`config.mk`:
```
export PLATFORM = sky130hd
export DESIGN_NAME = jtsdram_arb_flat
export DESIGN_NICKNAME = d
export VERILOG_FILES = /design/src/rtl/jtsdram_arb_if.sv /design/src/rtl/jtsdram_arb.sv /design/src/flat_wrapper.sv
export SDC_FILE = /design/constraint.sdc
export NUM_CORES = 1
export LEC_CHECK = 0
export CAP_MARGIN = 15
export CORE_MARGIN = 2
export CORE_UTILIZATION = 40
export CTS_BUF_LIST = sky130_fd_sc_hd__clkbuf_8
export CTS_CLUSTER_SIZE = 20
export DETAILED_ROUTE_END_ITERATION = 16
export GPL_TIMING_DRIVEN = 0
export MAX_ROUTING_LAYER = met4
export PLACE_DENSITY_LB_ADDON = 0.08
export SYNTH_ARGS = -nofsm -noshare
export SYNTH_HDL_FRONTEND = slang
export SYNTH_SLANG_ARGS = --single-unit
export TNS_END_PERCENT = 1
```
`constraint.sdc`:
```
create_clock -name clk -period 3.4 [get_ports clk]
set_input_delay 0.51 -clock clk [delete_from_list [all_inputs] [get_ports clk]]
set_output_delay 0.51 -clock clk [all_outputs]
set_load 0.03 [all_outputs]
```
`src/rtl/jtsdram_arb_if.sv`:
```
// Requester-side bus of the four-port SDRAM arbiter.
//   req[n]  : request level, held until ack[n]
//   we[n]   : 1 = write, 0 = read, valid with req[n]
//   addr[n] : {row[12:0], col[8:0]}, valid with req[n]
//   din[n]  : write data, valid with req[n]
//   ack[n]  : one-cycle grant pulse
//   rdy[n]  : one-cycle completion pulse; read data valid on dout
//   dout    : read data shared by all requesters
// master = requester side, slave = arbiter side.
interface jtsdram_arb_if;
  logic [3:0]       req;
  logic [3:0]       we;
  logic [3:0][21:0] addr;
  logic [3:0][15:0] din;
  logic [3:0]       ack;
  logic [3:0]       rdy;
  logic [15:0]      dout;

  modport master (output req, we, addr, din, input ack, rdy, dout);
  modport slave  (input req, we, addr, din, output ack, rdy, dout);
endinterface

```
`src/rtl/jtsdram_arb.sv`:
```
// Four-port round-robin SDRAM arbiter with periodic auto refresh.
// Each granted access is a single-word ACTIVE -> READ/WRITE with auto-precharge.
// Ports:
//   clk, rst      : rising-edge clock, asynchronous active-high reset
//   init_done     : SDRAM power-up init finished; no commands issued while low
//   bus           : requester handshake bus (jtsdram_arb_if.slave)
//   sdram_cmd     : {cs_n, ras_n, cas_n, we_n}
//   sdram_ba/a    : bank / address, hold their last value between commands
//   sdram_dq_out  : write data, driven with sdram_dq_oe in the WRITE cycle only
//   sdram_dq      : read data from the device
// All SDRAM and handshake outputs are registered.
module jtsdram_arb #(
  parameter int unsigned CL     = 2,
  parameter int unsigned TRCD   = 2,
  parameter int unsigned TRP    = 2,
  parameter int unsigned TRFC   = 7,
  parameter int unsigned REFCNT = 780
) (
  input  logic               clk,
  input  logic               rst,
  input  logic               init_done,
  jtsdram_arb_if.slave       bus,
  output logic [3:0]         sdram_cmd,
  output logic [1:0]         sdram_ba,
  output logic [12:0]        sdram_a,
  output logic [15:0]        sdram_dq_out,
  output logic               sdram_dq_oe,
  input  logic [15:0]        sdram_dq
);

  localparam int unsigned CntW = 8;
  localparam int unsigned RefW = $clog2(REFCNT + 1);

  localparam logic [3:0] CmdNop = 4'b0111;
  localparam logic [3:0] CmdAct = 4'b0011;
  localparam logic [3:0] CmdRd  = 4'b0101;
  localparam logic [3:0] CmdWr  = 4'b0100;
  localparam logic [3:0] CmdRef = 4'b0001;

  // The state register tracks the cycle in which the registered command is
  // visible: RW is the READ/WRITE cycle, REF starts with the AUTO REFRESH cycle.
  localparam logic [2:0] StIdle = 3'd0;
  localparam logic [2:0] StRcd  = 3'd1;
  localparam logic [2:0] StRw   = 3'd2;
  localparam logic [2:0] StClw  = 3'd3;
  localparam logic [2:0] StPre  = 3'd4;
  localparam logic [2:0] StRef  = 3'd5;

  logic [2:0]      state_q, state_d;
  logic [CntW-1:0] cnt_q, cnt_d;
  logic [1:0]      last_q, last_d;
  logic            we_q, we_d;
  logic [8:0]      col_q, col_d;
  logic [15:0]     din_q, din_d;
  logic            rd_done_q, rd_done_d;
  logic [RefW-1:0] ref_cnt_q, ref_cnt_d;
  logic            ref_pend_q, ref_pend_d;
  logic [3:0]      cmd_q, cmd_d;
  logic [1:0]      ba_q, ba_d;
  logic [12:0]     a_q, a_d;
  logic [15:0]     dq_out_q, dq_out_d;
  logic            dq_oe_q, dq_oe_d;
  logic [3:0]      ack_q, ack_d;
  logic [3:0]      rdy_q, rdy_d;
  logic [15:0]     dout_q, dout_d;

  logic            gnt_valid;
  logic [1:0]      gnt_idx;
  logic            ref_exp;

  // Round robin: search starts at last granted + 1 and wraps back to last granted.
  always_comb begin
    gnt_valid = 1'b0;
    gnt_idx   = 2'd0;
    for (int unsigned i = 1; i <= 4; i++) begin
      if (!gnt_valid && bus.req[2'(last_q + 2'(i))]) begin
        gnt_valid = 1'b1;
        gnt_idx   = 2'(last_q + 2'(i));
      end
    end
  end

  // Free-running refresh interval counter, runs regardless of FSM state.
  always_comb begin
    ref_exp   = (ref_cnt_q == RefW'(REFCNT - 1));
    ref_cnt_d = ref_exp ? '0 : ref_cnt_q + 1'b1;
  end

  always_comb begin
    state_d    = state_q;
    cnt_d      = cnt_q;
    last_d     = last_q;
    we_d       = we_q;
    col_d      = col_q;
    din_d      = din_q;
    rd_done_d  = 1'b0;
    ref_pend_d = ref_pend_q;
    cmd_d      = CmdNop;
    ba_d       = ba_q;
    a_d        = a_q;
    dq_out_d   = dq_out_q;
    dq_oe_d    = 1'b0;
    ack_d      = 4'b0000;
    rdy_d      = 4'b0000;
    dout_d     = dout_q;

    // Read completion is reported one cycle after dout captured the data.
    if (rd_done_q) rdy_d[last_q] = 1'b1;

    unique case (state_q)
      StIdle: begin
        if (init_done) begin
          if (ref_pend_q) begin
            cmd_d      = CmdRef;
            ref_pend_d = 1'b0;
            state_d    = StRef;
            cnt_d      = CntW'(TRFC - 2);
          end else if (gnt_valid) begin
            cmd_d          = CmdAct;
            ba_d           = gnt_idx;
            a_d            = bus.addr[gnt_idx][21:9];
            ack_d[gnt_idx] = 1'b1;
            last_d         = gnt_idx;
            we_d           = bus.we[gnt_idx];
            col_d          = bus.addr[gnt_idx][8:0];
            din_d          = bus.din[gnt_idx];
            state_d        = StRcd;
            cnt_d          = CntW'(TRCD - 1);
          end
        end
      end
      StRcd: begin
        if (cnt_q == '0) begin
          cmd_d   = we_q ? CmdWr : CmdRd;
          // A10 set selects auto-precharge.
          a_d     = {2'b00, 1'b1, 1'b0, col_q};
          state_d = StRw;
          if (we_q) begin
            dq_oe_d       = 1'b1;
            dq_out_d      = din_q;
            rdy_d[last_q] = 1'b1;
          end
        end else begin
          cnt_d = cnt_q - 1'b1;
        end
      end
      StRw: begin
        if (we_q) begin
          state_d = StPre;
          cnt_d   = CntW'(TRP - 1);
        end else begin
          state_d = StClw;
          cnt_d   = CntW'(CL - 2);
        end
      end
      StClw: begin
        if (cnt_q == '0) begin
          // This edge is the CL-th rising edge after the READ edge.
          dout_d    = sdram_dq;
          rd_done_d = 1'b1;
          state_d   = StPre;
          cnt_d     = CntW'(TRP - 1);
        end else begin
          cnt_d = cnt_q - 1'b1;
        end
      end
      StPre, StRef: begin
        if (cnt_q == '0) state_d = StIdle;
        else             cnt_d   = cnt_q - 1'b1;
      end
      default: state_d = StIdle;
    endcase

    // Expiry while already pending simply keeps the single pending flag set.
    if (ref_exp) ref_pend_d = 1'b1;
  end

  always_ff @(posedge clk or posedge rst) begin
    if (rst) begin
      state_q    <= StIdle;
      cnt_q      <= '0;
      last_q     <= 2'd3;
      we_q       <= 1'b0;
      col_q      <= '0;
      din_q      <= '0;
      rd_done_q  <= 1'b0;
      ref_cnt_q  <= '0;
      ref_pend_q <= 1'b0;
      cmd_q      <= CmdNop;
      ba_q       <= '0;
      a_q        <= '0;
      dq_out_q   <= '0;
      dq_oe_q    <= 1'b0;
      ack_q      <= '0;
      rdy_q      <= '0;
      dout_q     <= '0;
    end else begin
      state_q    <= state_d;
      cnt_q      <= cnt_d;
      last_q     <= last_d;
      we_q       <= we_d;
      col_q      <= col_d;
      din_q      <= din_d;
      rd_done_q  <= rd_done_d;
      ref_cnt_q  <= ref_cnt_d;
      ref_pend_q <= ref_pend_d;
      cmd_q      <= cmd_d;
      ba_q       <= ba_d;
      a_q        <= a_d;
      dq_out_q   <= dq_out_d;
      dq_oe_q    <= dq_oe_d;
      ack_q      <= ack_d;
      rdy_q      <= rdy_d;
      dout_q     <= dout_d;
    end
  end

  assign sdram_cmd    = cmd_q;
  assign sdram_ba     = ba_q;
  assign sdram_a      = a_q;
  assign sdram_dq_out = dq_out_q;
  assign sdram_dq_oe  = dq_oe_q;
  assign bus.ack      = ack_q;
  assign bus.rdy      = rdy_q;
  assign bus.dout     = dout_q;

endmodule

```
`src/flat_wrapper.sv`:
```
// flat-port wrapper written by rule: the top's interface ports become plain ports
module jtsdram_arb_flat 
#(
  parameter int unsigned CL     = 2,
  parameter int unsigned TRCD   = 2,
  parameter int unsigned TRP    = 2,
  parameter int unsigned TRFC   = 7,
  parameter int unsigned REFCNT = 780
)
  (clk, rst, init_done, sdram_cmd, sdram_ba, sdram_a, sdram_dq_out, sdram_dq_oe, sdram_dq, bus_req, bus_we, bus_addr, bus_din, bus_ack, bus_rdy, bus_dout);
  jtsdram_arb_if bus_i ();
  input  logic clk;
  input  logic rst;
  input  logic init_done;
  output logic [3:0] sdram_cmd;
  output logic [1:0] sdram_ba;
  output logic [12:0] sdram_a;
  output logic [15:0] sdram_dq_out;
  output logic sdram_dq_oe;
  input  logic [15:0] sdram_dq;
  input wire logic [$bits(bus_i.req)-1:0] bus_req;
  input wire logic [$bits(bus_i.we)-1:0] bus_we;
  input wire logic [$bits(bus_i.addr)-1:0] bus_addr;
  input wire logic [$bits(bus_i.din)-1:0] bus_din;
  output wire logic [$bits(bus_i.ack)-1:0] bus_ack;
  output wire logic [$bits(bus_i.rdy)-1:0] bus_rdy;
  output wire logic [$bits(bus_i.dout)-1:0] bus_dout;
  assign bus_i.req = bus_req;
  assign bus_i.we = bus_we;
  assign bus_i.addr = bus_addr;
  assign bus_i.din = bus_din;
  assign bus_ack = bus_i.ack;
  assign bus_rdy = bus_i.rdy;
  assign bus_dout = bus_i.dout;
  jtsdram_arb #(.CL(CL), .TRCD(TRCD), .TRP(TRP), .TRFC(TRFC), .REFCNT(REFCNT)) u_core (.clk(clk), .rst(rst), .init_done(init_done), .bus(bus_i), .sdram_cmd(sdram_cmd), .sdram_ba(sdram_ba), .sdram_a(sdram_a), .sdram_dq_out(sdram_dq_out), .sdram_dq_oe(sdram_dq_oe), .sdram_dq(sdram_dq));
endmodule
```
==> results.md <==
CTS:
- The clock latency on the worst-skew pair is 0.39 ns.
- The maximum buffer depth of the clock tree is 2.
- The cell at the root of the clock tree is clkbuf_8.
- After clock tree synthesis, the flow added hold-fix buffers numbering 0.
- TritonCTS built the clock tree.
- The clock-pin transition on the worst setup and hold timing paths is 0.11 ns.
- The H-tree generated during clock tree synthesis spans 3 levels.
- CTS saw 110 sinks.
- Buffers inserted during clock tree synthesis total 9.

STA:
- The clock period minus worst slack is 3.288 ns.
- The timing-limited maximum frequency is 0.3042 GHz.
- The total count of hold-check failures in the final report is 0.
- The worst setup skew after layout is 0.01600 ns.
- The tightest slew margin relative to the limit is 41.08%.
- The final critical path takes up 96.69% of the cycle.
- For the pin with the worst max-slew slack, the measured transition is 0.8771 ns.
- Final hold analysis gives a worst-case slack of 0.4672 ns.
- The count of pins over their slew limit was 0.
- Setup repair after global routing could not meet its margin everywhere.
- The final-report setup violation count is 0.

Synth:
- The mean instance size in the synthesized netlist is 9.572 um^2.
- The post-synthesis instance total is 706.
- By area the synthesized netlist is led by dfrtp_1 39%, nand2_1 9.8%, mux2i_1 9.6%, mux2_4 4.9%, o21ai_2 3.0%.
- When the netlist entered floorplanning its net count stood at 896.
- After Yosys synthesis, XOR and XNOR cells account for 0.9072% of the synthesized area.
- The unique cell type count in the Yosys netlist is 60.
- The top cell type by area accounts for 38.88% of the synthesized area.
- The part of the Yosys area used for sequential elements is 40.83%.
- In the synthesized netlist the dominant register cell turns out to be dfrtp_1.
- The largest area contributor in the synthesized netlist is dfrtp_1.
- The most numerous cell in the Yosys netlist is nand2_1.
- Yosys printed 0 warnings.
- After synthesis, the most frequently instantiated cells are 176 x nand2_1, 105 x dfrtp_1, 65 x mux2i_1.
- In this run the cell area of the synthesized design comes to 6758 um^2.
- The async set-or-reset flop fraction in the synthesized netlist is 100.0%.
- Of the post-synthesis cell area, the part taken by muxes is 16.85%.
- The synthesized netlist devotes 16.15% of its cell area to compound gates.
- After Yosys synthesis, and, or, nand and nor cells account for 18.77% of the synthesized area.
- The number of synthesized flops with an enable pin is 0.
- The dominant combinational cell family by area after synthesis is simple AND/OR/NAND/NOR gates.
- Of the total synthesized cell area, the portion taken by full adders, half adders and majority gates is 2.037%.
- Synthesis inferred 110 register bits.

GRT:
- The first-pass GRT wire length is 31510 um.
- The initial antenna violation count came to 0.
- The number of global-route vias before repair is 6093.
- The overall track demand over capacity in global routing is 22.90%.
- Global routing finished with a remaining overflow of 0.
- The largest net degree at the start of global routing is 42.

Worst setup path:
- The largest fanout of any net on the critical path is 10.
- The largest single stage delay on the critical path is 0.55 ns.
- The startpoint class of the critical path is a flip-flop.
- The master of the slowest instance on the critical path is dfstp_2.
- The critical path goes through buf_6 -> buf_4 -> clkinvlp_4 -> ha_4 -> mux4_2 -> nor2b_1 -> a221oi_2 -> buf_4 -> nor2_4 -> buf_6 -> mux2_4 -> o21ai_2.
- The required time of the critical path is 3.72 ns.
- The gate family responsible for the most delay along the worst path is buffers and inverters.
- The worst setup path is captured at a flip-flop.
- The data arrival time at the worst-slack endpoint is 3.60 ns.
- The number of buffers and inverters on the critical path is 5.
- The worst setup path is of the reg -> reg kind.

Job:
- Max-cap violations in this run came to 0.

Place:
- The placed cell area is 9439 um^2.
- At the end of routability-driven placement, the weighted congestion stood at 0.8816.
- The estimated wirelength of the detail-placed design is 15300 um.
- Input and output buffers added on the ports amount to 236.

Pwr:
- Of the total power, the share spent switching nets is 25.24%.
- The combinational group share of total power is 20.7%.
- For this design the static power due to leakage is 0.004519 uW.
- The power dissipated by switching net loads is 674.4 uW.
- Sequential cells account for 48.9% of the total power.
- The internal power of the cells totals 1997 uW.
- The peak supply drop is 0.1536 mV.
- Power spread over the standard cell area amounts to 273.8 nW/um^2.
- In this run, the clock network consumes 30.3% of the power.

Layout:
- The area of all placed cells without fillers is 9758 um^2.
- The layout cell share with drive strength beyond 1 is 14.74%.
- After the last flow step, the layout net total stands at 1155.
- The final core utilization is 59.05%.
- The growth of design area from synthesis to finish is 44.40%.
- The repair_antennas step left the layout with diodes totalling 0.

Floorplanning:
- The die area is 17950 um^2.
- In this run the count of I/O pins placed on the die edge is 239.
- The die width is 134.0 um.
- The starting density of the core is 40.89%.
- The number of placement rows is 47.
- The die span in y is 134.0 um.
- The area of the placeable core is 16520 um^2.

Detailed routing:
- The count of nets left with antenna violations once routing finished came out at 0.
- For this block, the initial DRC count from the detailed router was 316.
- The number of design rule violations left after detail routing is 0.
- Wires add up to 19880 um.
- The via-per-instance ratio is 5.160.
- The number of vias after detailed routing is 6140.
- Before antenna repair, the detailed router went through 5 iterations.
- After detailed routing, the average wire length per cell comes to 16.70 um.

Outcome:
- The flow ran to the end, and the final reports show no timing, DRC or antenna violations.

Worst hold path:
- The type of the tightest min-delay check is reg -> reg.
## cell families after synthesis
group	count (synthesis)
other	1
adder cells (fa/ha/maj)	11
AND/OR/NAND/NOR	277
XOR/XNOR	7
AO/OA/AOI/OAI	146
flip-flops	110
multiplexers	97
buffers and inverters	57
## cells in the final DEF (no fill, tap or decap), types with 4 or more instances in the layout
master and count:
buf_4 22, o21ai_0 16, nor2b_1 8, buf_1 4, a21o_1 5, o21ai_2 23, mux4_2 4, clkbuf_1 16
dfrtp_1 105, nand2b_1 7, nor3_1 9, xnor2_1 4, nand2_1 176, inv_1 7, clkbuf_8 10, mux2_2 6
mux2i_1 65, nor4_1 4, dfstp_2 5, nor2_1 22, a21oi_1 31, clkdlybuf4s50_1 236, mux2_4 22, ha_1 10
buf_2 6, buf_6 7, o21ai_1 10, a221oi_1 19, o22ai_1 13, nand3_1 31, and3_1 4, a221oi_2 10
## routing by layer
layer	track usage, %	share of wire (%)
met1	28.11	43
met3	4.044	5.1
met4	6.738	1.8
met2	38.75	50
met5	-	0
## worst reg2reg max path, delay by kind of cell, from the launching register on
| family | cells | cell delay [ns] |
|---|---|---|
| AND/OR/NAND/NOR | 2 | 0.59 |
| flip-flops | 1 | 0.55 |
| AO/OA/AOI/OAI | 2 | 0.22 |
| buffers and inverters | 5 | 0.87 |
| adder cells (fa/ha/maj) | 1 | 0.34 |
| multiplexers | 2 | 0.66 |
## power groups by stage
stage,Sequential (uW),Combinational (uW),Clock (uW)
floorplan,1330,261,0
global placement,1330,537,0
detailed placement,1330,546,0
CTS,1310,554,826
global route,1310,593,874
finish,1310,554,810
## what timing repair did
action,4_1_cts,5_1_grt
buffers inserted,5,6
gates resized for setup,11,2
setup endpoints to repair,57,49
endpoints found under the hold margin,0,0
pin swaps,3,4
## state kept, by name, indices dropped and copies added, names as in the netlist
signal / count
u_core.sdram_cmd: 3
u_core.state_q: 3
u_core.sdram_dq_oe: 1
u_core.sdram_dq_out: 16
u_core.rd_done_q: 1
u_core.ref_pend_q: 1
u_core.we_q: 1
u_core.sdram_ba: 2
u_core.bus.dout: 16
u_core.col_q: 9
u_core.bus.ack: 4
u_core.last_q: 2
u_core.ref_cnt_q: 10
u_core.din_q: 16
u_core.bus.rdy: 4
u_core.cnt_q: 8
u_core.sdram_a: 13
## cell type report
type,count,area (um^2)
Inverter,9,45.04
Timing Repair Buffer,249,2485
Clock inverter,6,55.05
Fill cell,1480,6766
Multi-Input combinational cell,539,3720
Sequential cell,110,2759
Clock buffer,10,137.6
Buffer,47,281.5
Tap cell,220,275.3
## path summary, 6_finish.rpt
path,startpoint,to,slack [ns],cells after the start
worst max register to register,u_core.last_q[0],u_core.col_q[0],0.11,12
min in group asynchronous,rst,u_core.bus.dout[6],0.58,2
max in group asynchronous,rst,u_core.sdram_cmd[2],2.12,3
worst min register to register,u_core.din_q[1],u_core.sdram_dq_out[1],0.47,2
worst max-delay path,u_core.last_q[0],u_core.col_q[0],0.11,12
worst min-delay path,u_core.din_q[1],u_core.sdram_dq_out[1],0.47,2
## through the flow
step	TNS (ns)	total power, uW	instances	setup WS [ns]
floorplan	0	1595	706	0.01592
global placement	-24.73	1871	1162	-0.5516
detailed placement	-24.49	1879	1164	-0.5475
CTS	0	2687	1184	0.03750
global route	-0.05859	2774	1190	-0.01707
finish	0	2672	1190	0.1124
Power figures use the tool's default switching activity.
